`config.mk`:
```
export PLATFORM = sky130hd
export DESIGN_NAME = dht_multi_poller
export DESIGN_NICKNAME = d
export VERILOG_FILES = /design/src/rtl/dht_pkg.sv /design/src/rtl/dht_frame_decode.sv /design/src/rtl/dht_multi_poller.sv
export SDC_FILE = /design/constraint.sdc
export NUM_CORES = 1
export LEC_CHECK = 0
export BUFFER_PORTS_ARGS = -buffer_cell sky130_fd_sc_hd__buf_2
export CORE_ASPECT_RATIO = 1.5
export CORE_MARGIN = 5
export CORE_UTILIZATION = 60
export CTS_CLUSTER_SIZE = 24
export DETAILED_ROUTE_END_ITERATION = 10
export PLACE_DENSITY = 0.83
export RECOVER_POWER = 100
export SLEW_MARGIN = 20
export SYNTH_ARGS = -nofsm -noshare
export SYNTH_HDL_FRONTEND = slang
export SYNTH_SLANG_ARGS = --single-unit
export TNS_END_PERCENT = 30
```
`constraint.sdc`:
```
create_clock -name clk -period 7.4 [get_ports clk]
set_clock_uncertainty 0.2 [all_clocks]
set_input_delay 0.37 -clock clk [delete_from_list [all_inputs] [get_ports clk]]
set_output_delay 0.37 -clock clk [all_outputs]
set_load 0.05 [all_outputs]
```
`src/rtl/dht_pkg.sv`:
```
// Shared definitions for the multi-channel DHT poller.
// Contents:
//   state_t        - poller FSM state encoding
//   *_LSB          - bit offsets of each byte in the 40-bit sensor frame
//   frame_byte()   - extracts one byte of a frame at a given offset
package dht_pkg;

  typedef enum logic [2:0] {
    IDLE    = 3'd0,
    ISSUE   = 3'd1,
    WAIT    = 3'd2,
    CHECK   = 3'd3,
    ADVANCE = 3'd4
  } state_t;

  localparam int FRAME_W    = 40;
  localparam int HUM_HI_LSB = 32;
  localparam int HUM_LO_LSB = 24;
  localparam int TMP_HI_LSB = 16;
  localparam int TMP_LO_LSB = 8;
  localparam int SUM_LSB    = 0;

  function automatic logic [7:0] frame_byte(input logic [FRAME_W-1:0] frame, input int lsb);
    return frame[lsb +: 8];
  endfunction

endpackage

```
`src/rtl/dht_frame_decode.sv`:
```
// Combinational decode of one raw DHT frame.
// Ports:
//   core_data in  40  raw frame {hum_hi,hum_lo,tmp_hi,tmp_lo,sum}
//   hum       out 16  humidity x10, unsigned
//   temp      out 16  temperature x10, two's complement
//   ok        out 1   checksum matches
module dht_frame_decode
  import dht_pkg::*;
(
  input  logic [FRAME_W-1:0] core_data,
  output logic [15:0]        hum,
  output logic [15:0]        temp,
  output logic               ok
);

  logic [7:0]  w_hum_hi;
  logic [7:0]  w_hum_lo;
  logic [7:0]  w_tmp_hi;
  logic [7:0]  w_tmp_lo;
  logic [7:0]  w_sum;
  logic [15:0] w_mag;

  always_comb begin
    w_hum_hi = frame_byte(core_data, HUM_HI_LSB);
    w_hum_lo = frame_byte(core_data, HUM_LO_LSB);
    w_tmp_hi = frame_byte(core_data, TMP_HI_LSB);
    w_tmp_lo = frame_byte(core_data, TMP_LO_LSB);
    // 8-bit accumulation: carries out of the byte are intentionally lost.
    w_sum    = w_hum_hi + w_hum_lo + w_tmp_hi + w_tmp_lo;
    ok       = (w_sum == frame_byte(core_data, SUM_LSB));
    hum      = {w_hum_hi, w_hum_lo};
    // The sensor sends sign-magnitude; bit 7 of tmp_hi is the sign.
    w_mag    = {1'b0, w_tmp_hi[6:0], w_tmp_lo};
    temp     = w_tmp_hi[7] ? (16'd0 - w_mag) : w_mag;
  end

endmodule

```
`src/rtl/dht_multi_poller.sv`:
```
// Round-robin poller sharing one DHT sensor core between N_CH channels.
// Ports:
//   clk, reset_n         clock, asynchronous active-low reset
//   enable, trigger      periodic polling enable, one-cycle immediate-round request
//   core_sel/core_go     channel routed to the core, one-cycle start pulse
//   core_done/core_data  completion pulse and raw 40-bit frame from the core
//   rd_ch -> rd_hum/rd_temp/rd_valid/rd_errs   registered per-channel read port
//   upd/upd_ch           one-cycle pulse and channel whenever an entry is written
//   busy                 FSM is not IDLE
module dht_multi_poller
  import dht_pkg::*;
#(
  parameter int N_CH       = 4,
  parameter int CLK_HZ     = 25000000,
  parameter int POLL_MS    = 2000,
  parameter int TIMEOUT_MS = 10,
  parameter int MAX_RETRY  = 2,
  localparam int CHW       = (N_CH > 1) ? $clog2(N_CH) : 1
) (
  input  logic               clk,
  input  logic               reset_n,
  input  logic               enable,
  input  logic               trigger,
  output logic [CHW-1:0]     core_sel,
  output logic               core_go,
  input  logic               core_done,
  input  logic [FRAME_W-1:0] core_data,
  input  logic [CHW-1:0]     rd_ch,
  output logic [15:0]        rd_hum,
  output logic [15:0]        rd_temp,
  output logic               rd_valid,
  output logic [7:0]         rd_errs,
  output logic               upd,
  output logic [CHW-1:0]     upd_ch,
  output logic               busy
);

  localparam longint PER_RAW = longint'(POLL_MS) * longint'(CLK_HZ) / 1000;
  localparam longint TMO_RAW = longint'(TIMEOUT_MS) * longint'(CLK_HZ) / 1000;
  localparam longint PER_C   = (PER_RAW > 0) ? PER_RAW : 1;
  localparam longint TMO_C   = (TMO_RAW > 0) ? TMO_RAW : 1;
  localparam int     PER_W   = (PER_C > 1) ? $clog2(PER_C) : 1;
  localparam int     TMO_W   = (TMO_C > 1) ? $clog2(TMO_C) : 1;
  localparam int     ATT_W   = (MAX_RETRY > 0) ? $clog2(MAX_RETRY + 1) : 1;

  state_t               r_state, w_state_next;
  logic [CHW-1:0]       r_ch;
  logic [PER_W-1:0]     r_per_cnt;
  logic [TMO_W-1:0]     r_tmo_cnt;
  logic [ATT_W-1:0]     r_attempt;
  logic                 r_trig_pend;
  logic                 r_timed_out;
  logic [FRAME_W-1:0]   r_frame;
  logic                 r_upd;
  logic [CHW-1:0]       r_upd_ch;
  logic [15:0]          r_hum   [N_CH];
  logic [15:0]          r_temp  [N_CH];
  logic                 r_valid [N_CH];
  logic [7:0]           r_errs  [N_CH];
  logic [15:0]          r_rd_hum, r_rd_temp;
  logic                 r_rd_valid;
  logic [7:0]           r_rd_errs;

  logic        w_per_exp, w_tmo_exp, w_last, w_start_req;
  logic        w_round_start, w_go, w_wr_pass, w_wr_fail, w_fail, w_retry;
  logic [15:0] w_hum, w_temp;
  logic        w_ok;

  dht_frame_decode u_decode (
    .core_data (r_frame),
    .hum       (w_hum),
    .temp      (w_temp),
    .ok        (w_ok)
  );

  assign w_per_exp   = (r_per_cnt == PER_W'(PER_C - 1));
  assign w_tmo_exp   = (r_tmo_cnt == TMO_W'(TMO_C - 1));
  assign w_last      = (r_ch == CHW'(N_CH - 1));
  assign w_start_req = trigger || r_trig_pend;

  always_ff @(posedge clk or negedge reset_n) begin
    if (!reset_n) r_state <= IDLE;
    else          r_state <= w_state_next;
  end

  always_comb begin
    w_state_next  = r_state;
    w_round_start = 1'b0;
    w_go          = 1'b0;
    w_wr_pass     = 1'b0;
    w_wr_fail     = 1'b0;
    w_fail        = 1'b0;
    w_retry       = 1'b0;
    case (r_state)
      IDLE: begin
        if (w_start_req || (enable && w_per_exp)) begin
          w_state_next  = ISSUE;
          w_round_start = 1'b1;
        end
      end
      ISSUE: begin
        w_go         = 1'b1;
        w_state_next = WAIT;
      end
      WAIT: begin
        if (core_done || w_tmo_exp) w_state_next = CHECK;
      end
      CHECK: begin
        if (!r_timed_out && w_ok) begin
          w_wr_pass    = 1'b1;
          w_state_next = ADVANCE;
        end else begin
          w_fail = 1'b1;
          if (r_attempt < ATT_W'(MAX_RETRY)) begin
            w_retry      = 1'b1;
            w_state_next = ISSUE;
          end else begin
            w_wr_fail    = 1'b1;
            w_state_next = ADVANCE;
          end
        end
      end
      ADVANCE: begin
        // A trigger that arrived during the round chains straight into a new one.
        if (!w_last) begin
          w_state_next = ISSUE;
        end else if (w_start_req) begin
          w_state_next  = ISSUE;
          w_round_start = 1'b1;
        end else begin
          w_state_next = IDLE;
        end
      end
      default: w_state_next = IDLE;
    endcase
  end

  always_ff @(posedge clk or negedge reset_n) begin
    if (!reset_n) begin
      r_ch        <= '0;
      r_per_cnt   <= '0;
      r_tmo_cnt   <= '0;
      r_attempt   <= '0;
      r_trig_pend <= 1'b0;
      r_timed_out <= 1'b0;
      r_frame     <= '0;
      r_upd       <= 1'b0;
      r_upd_ch    <= '0;
    end else begin
      // Free-running period counter, re-phased at every round start.
      if (w_round_start || w_per_exp) r_per_cnt <= '0;
      else                            r_per_cnt <= r_per_cnt + PER_W'(1);

      if (w_round_start)  r_trig_pend <= 1'b0;
      else if (trigger)   r_trig_pend <= 1'b1;

      if (r_state == ISSUE)     r_tmo_cnt <= '0;
      else if (r_state == WAIT) r_tmo_cnt <= r_tmo_cnt + TMO_W'(1);

      if (r_state == WAIT) begin
        if (core_done) begin
          r_frame     <= core_data;
          r_timed_out <= 1'b0;
        end else if (w_tmo_exp) begin
          r_timed_out <= 1'b1;
        end
      end

      if (r_state == ADVANCE) r_attempt <= '0;
      else if (w_retry)       r_attempt <= r_attempt + ATT_W'(1);

      if (r_state == ADVANCE) r_ch <= w_last ? '0 : r_ch + CHW'(1);

      r_upd    <= w_wr_pass || w_wr_fail;
      r_upd_ch <= r_ch;
    end
  end

  // Channel table plus its registered read port. The read samples the
  // table before this cycle's write lands, giving pre-write data on a collision.
  always_ff @(posedge clk or negedge reset_n) begin
    if (!reset_n) begin
      for (int i = 0; i < N_CH; i++) begin
        r_hum[i]   <= '0;
        r_temp[i]  <= '0;
        r_valid[i] <= 1'b0;
        r_errs[i]  <= '0;
      end
      r_rd_hum   <= '0;
      r_rd_temp  <= '0;
      r_rd_valid <= 1'b0;
      r_rd_errs  <= '0;
    end else begin
      for (int i = 0; i < N_CH; i++) begin
        if (r_ch == CHW'(i)) begin
          if (w_wr_pass) begin
            r_hum[i]   <= w_hum;
            r_temp[i]  <= w_temp;
            r_valid[i] <= 1'b1;
          end
          if (w_wr_fail) r_valid[i] <= 1'b0;
          if (w_fail && (r_errs[i] != 8'hFF)) r_errs[i] <= r_errs[i] + 8'd1;
        end
      end
      r_rd_hum   <= '0;
      r_rd_temp  <= '0;
      r_rd_valid <= 1'b0;
      r_rd_errs  <= '0;
      for (int i = 0; i < N_CH; i++) begin
        if (rd_ch == CHW'(i)) begin
          r_rd_hum   <= r_hum[i];
          r_rd_temp  <= r_temp[i];
          r_rd_valid <= r_valid[i];
          r_rd_errs  <= r_errs[i];
        end
      end
    end
  end

  assign core_sel = r_ch;
  assign core_go  = w_go;
  assign busy     = (r_state != IDLE);
  assign upd      = r_upd;
  assign upd_ch   = r_upd_ch;
  assign rd_hum   = r_rd_hum;
  assign rd_temp  = r_rd_temp;
  assign rd_valid = r_rd_valid;
  assign rd_errs  = r_rd_errs;

endmodule
```
### Word-level counts from Yosys, hierarchy flattened

Index checks and enable logic that the tools add are counted.

| cells by class | value |
|---|---|
| add/subtract/negate cells | 12 |
| magnitude comparators | 1 |
| eq/ne operators | 19 |
| muxes and demuxes | 51 |
| reduce and logical (&&, ||, !) cells | 36 |

Operators by type and width:

| cell | number |
|---|---|
| $mux W16 | 9 |
| $mux W18 | 2 |
| $add A8 B1 Y8 const B | 4 |
| $mux W8 | 4 |
| $ne A8 B8 Y1 const B | 4 |
| $reduce_and A2 Y1 | 15 |
| $add A26 B1 Y26 const B | 1 |
| $eq A26 B26 Y1 const B | 1 |
| $mux W1 | 26 |
| $mux W26 | 1 |
| $add A8 B8 Y8 | 3 |
| $add A18 B1 Y18 const B | 1 |
| $eq A18 B18 Y1 const B | 1 |
| $sub A1 B15 Y16 const A | 1 |
| $pmux W3 S5 | 1 |
| $mux W3 | 4 |
| $reduce_bool A2 Y1 | 5 |
| $eq A2 B2 Y1 const B | 4 |
| $eq A8 B8 Y1 | 1 |
| $eq A3 B2 Y1 const B | 2 |
| $logic_and A1 B1 Y1 | 6 |
| $mux W2 | 3 |
| $logic_or A1 B1 Y1 | 5 |
| $add A2 B1 Y2 const B | 2 |
| other kinds (10) | 13 |

| storage, ports and cells | value |
|---|---|
| bits in registers | 301 |
| bits of input ports | 47 |
| output and inout port bits | 48 |
| word-level logic and storage cells | 149 |

### Logic depth before layout (Yosys ltp)

| depth | value |
|---|---|
| depth after elaboration | 9 |
| depth in mapped cells | 14 |
| gate-level depth less buffers | 13 |

### Modules after synthesis

From an unflattened synthesis, not the netlist that was laid out.

| second synthesis, totals | value |
|---|---|
| cell total of the unflattened synthesis | 1021 |
| area total of the unflattened synthesis | 13770.7 um^2 |

By module, submodules not included:

| module | times used | cells an instance | area each (um^2) | sequential area each (um^2) |
|---|---|---|---|---|
| dht_multi_poller | 1 | 893 | 12685.9 | 7532.2 |
| dht_frame_decode | 1 | 128 | 1084.8 | 0.0 |

### Least setup slack after synthesis

No wires, ideal clock.

| timing | value |
|---|---|
| kind | flip-flop to flip-flop |
| start point | register r_frame[17] |
| end point | register r_temp[24] in the netlist's numbering |
| setup time | 0.128 ns |
| arrival time | 3.827 ns |
| required time | 7.072 ns |
| setup slack | 3.246 ns |
| stages on the path, launching flop included | 14 |
| path buffers | 1 |
| period minus slack after synthesis | 4.154 ns |
| cells stage by stage | dfrtp_1 > fa_1 > inv_1 > fa_1 > inv_1 > ha_1 > fa_1 > xnor2_1 > nand4_1 > nor4_2 > nand3_4 > nor2_8 > buf_6 > mux2_1 |

| between the ends | value |
|---|---|
| longest elaborated chain between the ends | 7 |

Ends and longest elaborated chain:

| element | line | source |
|---|---|---|
| start: declaration | dht_multi_poller.sv:53 | `logic [FRAME_W-1:0] r_frame;` |
| start signal: assignment | dht_multi_poller.sv:162 | `r_frame <= core_data;` |
| $add A8 B8 Y8 (2 in series) | dht_frame_decode.sv:29 | `w_sum = w_hum_hi + w_hum_lo + w_tmp_hi + w_tmp_lo;` |
| $eq A8 B8 Y1 | dht_frame_decode.sv:30 | `ok = (w_sum == frame_byte(core_data, SUM_LSB));` |
| $logic_and A1 B1 Y1 | dht_multi_poller.sv:109 | `if (!r_timed_out && w_ok) begin` |
| $mux W1 | dht_multi_poller.sv:109 |  |
| $mux W1 | dht_multi_poller.sv:94 | `case (r_state)` |
| $reduce_and A2 Y1 (no line) | -- |  |
| end signal: indexed assignment | dht_multi_poller.sv:198 | `r_temp[i] <= w_temp;` |
| end: declaration | dht_multi_poller.sv:57 | `logic [15:0] r_temp [N_CH];` |

Every way passes these cells.
A chain may end at the register's enable or synchronous reset.

### Worst setup path in the final report

| timing | value |
|---|---|
| start point | register r_frame[17] |
| end point | register r_hum[28] in the netlist's numbering |

| between the ends | value |
|---|---|
| longest elaborated chain between the ends | 7 |

Ends and longest elaborated chain:

| element | line | source |
|---|---|---|
| $add A8 B8 Y8 (2 in series) | dht_frame_decode.sv:29 |  |
| $eq A8 B8 Y1 | dht_frame_decode.sv:30 |  |
| $logic_and A1 B1 Y1 | dht_multi_poller.sv:109 |  |
| $mux W1 | dht_multi_poller.sv:109 |  |
| $mux W1 | dht_multi_poller.sv:94 |  |
| $reduce_and A2 Y1 (no line) | -- |  |
| end signal: indexed assignment | dht_multi_poller.sv:197 | `r_hum[i] <= w_hum;` |
| end: declaration | dht_multi_poller.sv:56 | `logic [15:0] r_hum [N_CH];` |

Every way passes these cells.

==> summary.md <==
| Metric | Value |
|---|---|
| Worst path cell trace | fa_1, inv_1, fa_1, inv_1, ha_1, fa_1, xnor2_1, nand4_1, nor4_1, nand3_4, nor2_8, mux2_1 |
| CTS sink cnt | between 300 and 400 |
| # IOs | 95 |
| Leakage power | ~0.0075 µW |
| Largest net degree at the start of global routing | between 100 and 150 |
| Clock buffer depth | 3 |
| Peak supply drop | about 0.00036 V |
| FMAX | a little under 0.2 GHz |
| Post-DRT Antenna Nets | 0 |
| Slew @ Worst Pin | approximately 4 ns |
| Worst skew pair latency | roughly 0.53 ns |
| Arrival time at the worst endpoint | approximately 5.4 ns |
| Primary FF master, synth | dfrtp_1 |
| Required time worst endpoint | roughly 7.6 ns |
| Final wirelength | 29.3 mm |
| GR Overflow Total | 0 |
| Avg Inst Size Synth | 13.8 µm² |
| Ys Warns | 0 |
| Status | finished with violations |
| Initial Utilization | about three fifths |
| Final hold vios | 0 |
| GRT Overall Usage | 23.1% |
| Final Cycle Share | 69.9% |
| Vias in the first global route | 9236 |
| DR vias/cell | just under 6 |
| Die span in y | a little under 200 µm |
| Power Density | around 400 mW/mm² |
| Area growth syn-to-layout | 13.6% |
| Final min period | between 5 and 6 ns |
| Synth Instances | 990 |
| H-tree level count | 1 |
| Failing checks | capacitance limit, slew limit |
| CP Launch Type | flip-flop |
| Slew HR | -167% |
| Synth Register Bits | between 300 and 400 |
| Ys async rst share | 100% |
| Clock transition at path regs | ~0.060 ns |
| Syn nets | about 1100 |
| Setup crit end kind | flip-flop |
| Hold crit path type | primary input to flip-flop |
| First-pass GRT wire length | slightly below 50 mm |
| Setup violators final | 0 |
| Critical path class | flip-flop to flip-flop |
| # rows | 67 |
| Crit-path slowest cell | nor2_8 |
| Critical path peak fanout | 36 |
| Max Cap Viol | 4 |
| CTS tree | yes |
| Number of antenna violations at the first check in global routing | 1 |
| Port bufs | 94 |
| Register area | around 0.0075 mm² |
| Detailed Place HPWL | about 19 mm |
| Layout cells sized above 1 | approximately 17% |
| Avg WL per Cell | around 20 µm |
| Sequential area share after synthesis | between 50 and 60% |
| Post-CTS Setup Bufs | 0 |
| Placer congestion estimate | about 0.85 |
| Non-Filler Instances | about 1400 |
| Area of the multi-input gates | around 0.0057 mm² |
| Total CTS buffers | 29 |
| Die width | ~130 µm |
| Slew Limit Fails | 167 |
| Clk root buf | clkbuf_16 |
| Remaining DRCs | 0 |
| CP most frequent cell | fa_1 |
| Yosys cell types | 52 |
| Via count | between 8000 and 9000 |
| Final-stage net count | roughly 1200 |
| Setup TNS | 0 ns |
| EDFF count, synth | 0 |
| Drt pass-1 iters | 6 |
| Fillers | 1475 |
| Core area | around 0.022 mm² |
| # placed instances | approximately 1300 |
| 1st-iter DRT viols | a little under 500 |
| Die area | about 0.026 mm² |
| CP peak stage delay | 0.74 ns |
| PostCTS Resize Cnt | 0 |
| Mapped cell area | 0.0137 mm² |
| Post-CTS Hold Buffers | 43 |
| RSZ-0062 raised after global routing | false |
-- where the power goes --
group	switching, µW	total, µW	internal (µW)
Clock	619	1410	791
Sequential	399	2390	1990
Combinational	1410	2480	1070
Total	2430	6280	3850
-- through the flow --
| step | total power, µW | area (µm²) | utilization [%] | hold slack (ns) | setup slack [ns] |
|---|---|---|---|---|---|
| finish | 6280 | 15500 | 69.3 | 0.187 | 2.22 |
| global route | 6680 | 15500 | 69.3 | 0.236 | 1.63 |
| global placement | 4780 | 14200 | 63.4 | 0.257 | 2.48 |
| detailed placement | 4870 | 14200 | 63.4 | 0.261 | 2.39 |
| CTS | 6310 | 15500 | 69.4 | 0.176 | 2.38 |
| floorplan | 4260 | 13700 | - | -0.126 | 3.25 |
-- cell usage after synthesis, types with 6 or more instances --
library cell / instances / share of area (%)
a21o_1: 7 / 0.38
a21oi_1: 12 / 0.44
a31oi_1: 7 / 0.32
and2_1: 8 / 0.37
and3_1: 18 / 0.82
and4_1: 11 / 0.71
buf_12: 6 / 0.88
buf_2: 7 / 0.26
buf_6: 6 / 0.49
clkbuf_1: 15 / 0.41
dfrtp_1: 301 / 55
fa_1: 14 / 2.1
ha_1: 18 / 1.6
inv_1: 25 / 0.69
mux2_1: 117 / 9.7
mux2_2: 48 / 4.0
mux4_2: 41 / 6.8
nand2_1: 50 / 1.4
nand3_1: 43 / 1.6
nand4_1: 20 / 0.92
nor2_1: 47 / 1.3
nor3_1: 11 / 0.40
o21ai_0: 28 / 1.0
xnor2_1: 60 / 3.8
xor2_1: 23 / 1.5
-- per-layer routing --
metal / wire length, µm / part of all wire [%] / track usage [%] / up-vias
met5: 0 / 0 / 0 / -
met4: 782 / 2.7 / 7.21 / 0
met3: 1130 / 3.9 / 2.92 / 55
met2: 16100 / 55 / 42.2 / 201
met1: 11300 / 38 / 28.7 / 4333
li1: - / - / - / 3806
-- worst max-delay path, delay by kind of cell, from the launching register on --
kind | cells | cell delay, ns
xor gates and xnor gates | 1 | 0.12
adders and majority gates | 4 | 1.75
buffers and inverters | 2 | 0.09
DFF | 1 | 0.49
muxes | 1 | 0.41
and+or+nand+nor | 4 | 1.94
-- area by class of cell --
class / count / area share, %
antenna: 1 / 0.0161
multi-input combinational: 623 / 36.8
inverter: 25 / 0.605
clock inverter: 12 / 0.436
tap: 276 / 2.23
timing repair buffer: 143 / 5.94
sequential: 301 / 48.6
clock buffer: 41 / 5.42
-- final timing paths --
| path | startpoint | end | slack [ns] | cells after the start |
|---|---|---|---|---|
| worst max-delay path | r_frame[17]$_DFFE_PN0P_ | r_hum[28]$_DFFE_PN0P_ | 2.22 | 12 |
| worst max register to register | r_frame[17]$_DFFE_PN0P_ | r_hum[28]$_DFFE_PN0P_ | 2.22 | 12 |
| worst min-delay path | core_done | r_state[0]$_DFFE_PN0P_ | 0.19 | 5 |
| worst min register to register | r_temp[0]$_DFFE_PN0P_ | r_temp[0]$_DFFE_PN0P_ | 0.28 | 1 |
| max in group asynchronous | reset_n | r_hum[60]$_DFFE_PN0P_ | 2.57 | 4 |
| min in group asynchronous | reset_n | r_tmo_cnt[17]$_DFFE_PN0P_ | 1.59 | 2 |
-- cell families after synthesis --
| kind of cell | count (synthesis) | synth area share [%] |
|---|---|---|
| simple gates | 231 | 9.13 |
| buf+inv | 66 | 2.96 |
| fa+ha+maj | 32 | 3.70 |
| flops | 301 | 55.2 |
| mux | 210 | 20.7 |
| xor+xnor | 84 | 5.44 |
| compound gates | 66 | 2.91 |
-- state kept, by name, summed over array words and instances (netlist names), 8 cells and up --
register   cells
r_hum         64
r_temp        64
r_frame       40
r_errs        32
r_per_cnt     26
r_tmo_cnt     18
rd_hum        16
rd_temp       16
rd_errs        8
-- cells in the final DEF (no fill, tap or decap), types with 7 or more instances in the layout --
cell type      count
dfrtp_1          301
mux2_1           119
xnor2_1           60
clkbuf_1          56
nand2_1           50
nor2_1            47
mux2_2            46
buf_2             45
nand3_1           43
dlygate4sd3_1     43
mux4_2            41
clkbuf_16         29
o21ai_0           28
inv_1             25
xor2_1            23
nand4_1           20
and3_1            18
ha_1              18
fa_1              14
a21oi_1           12
and4_1            11
nor3_1            11
clkinv_2          10
a21o_1             7
a31oi_1            7
clkbuf_8           7
Power figures use the tool's default switching activity.
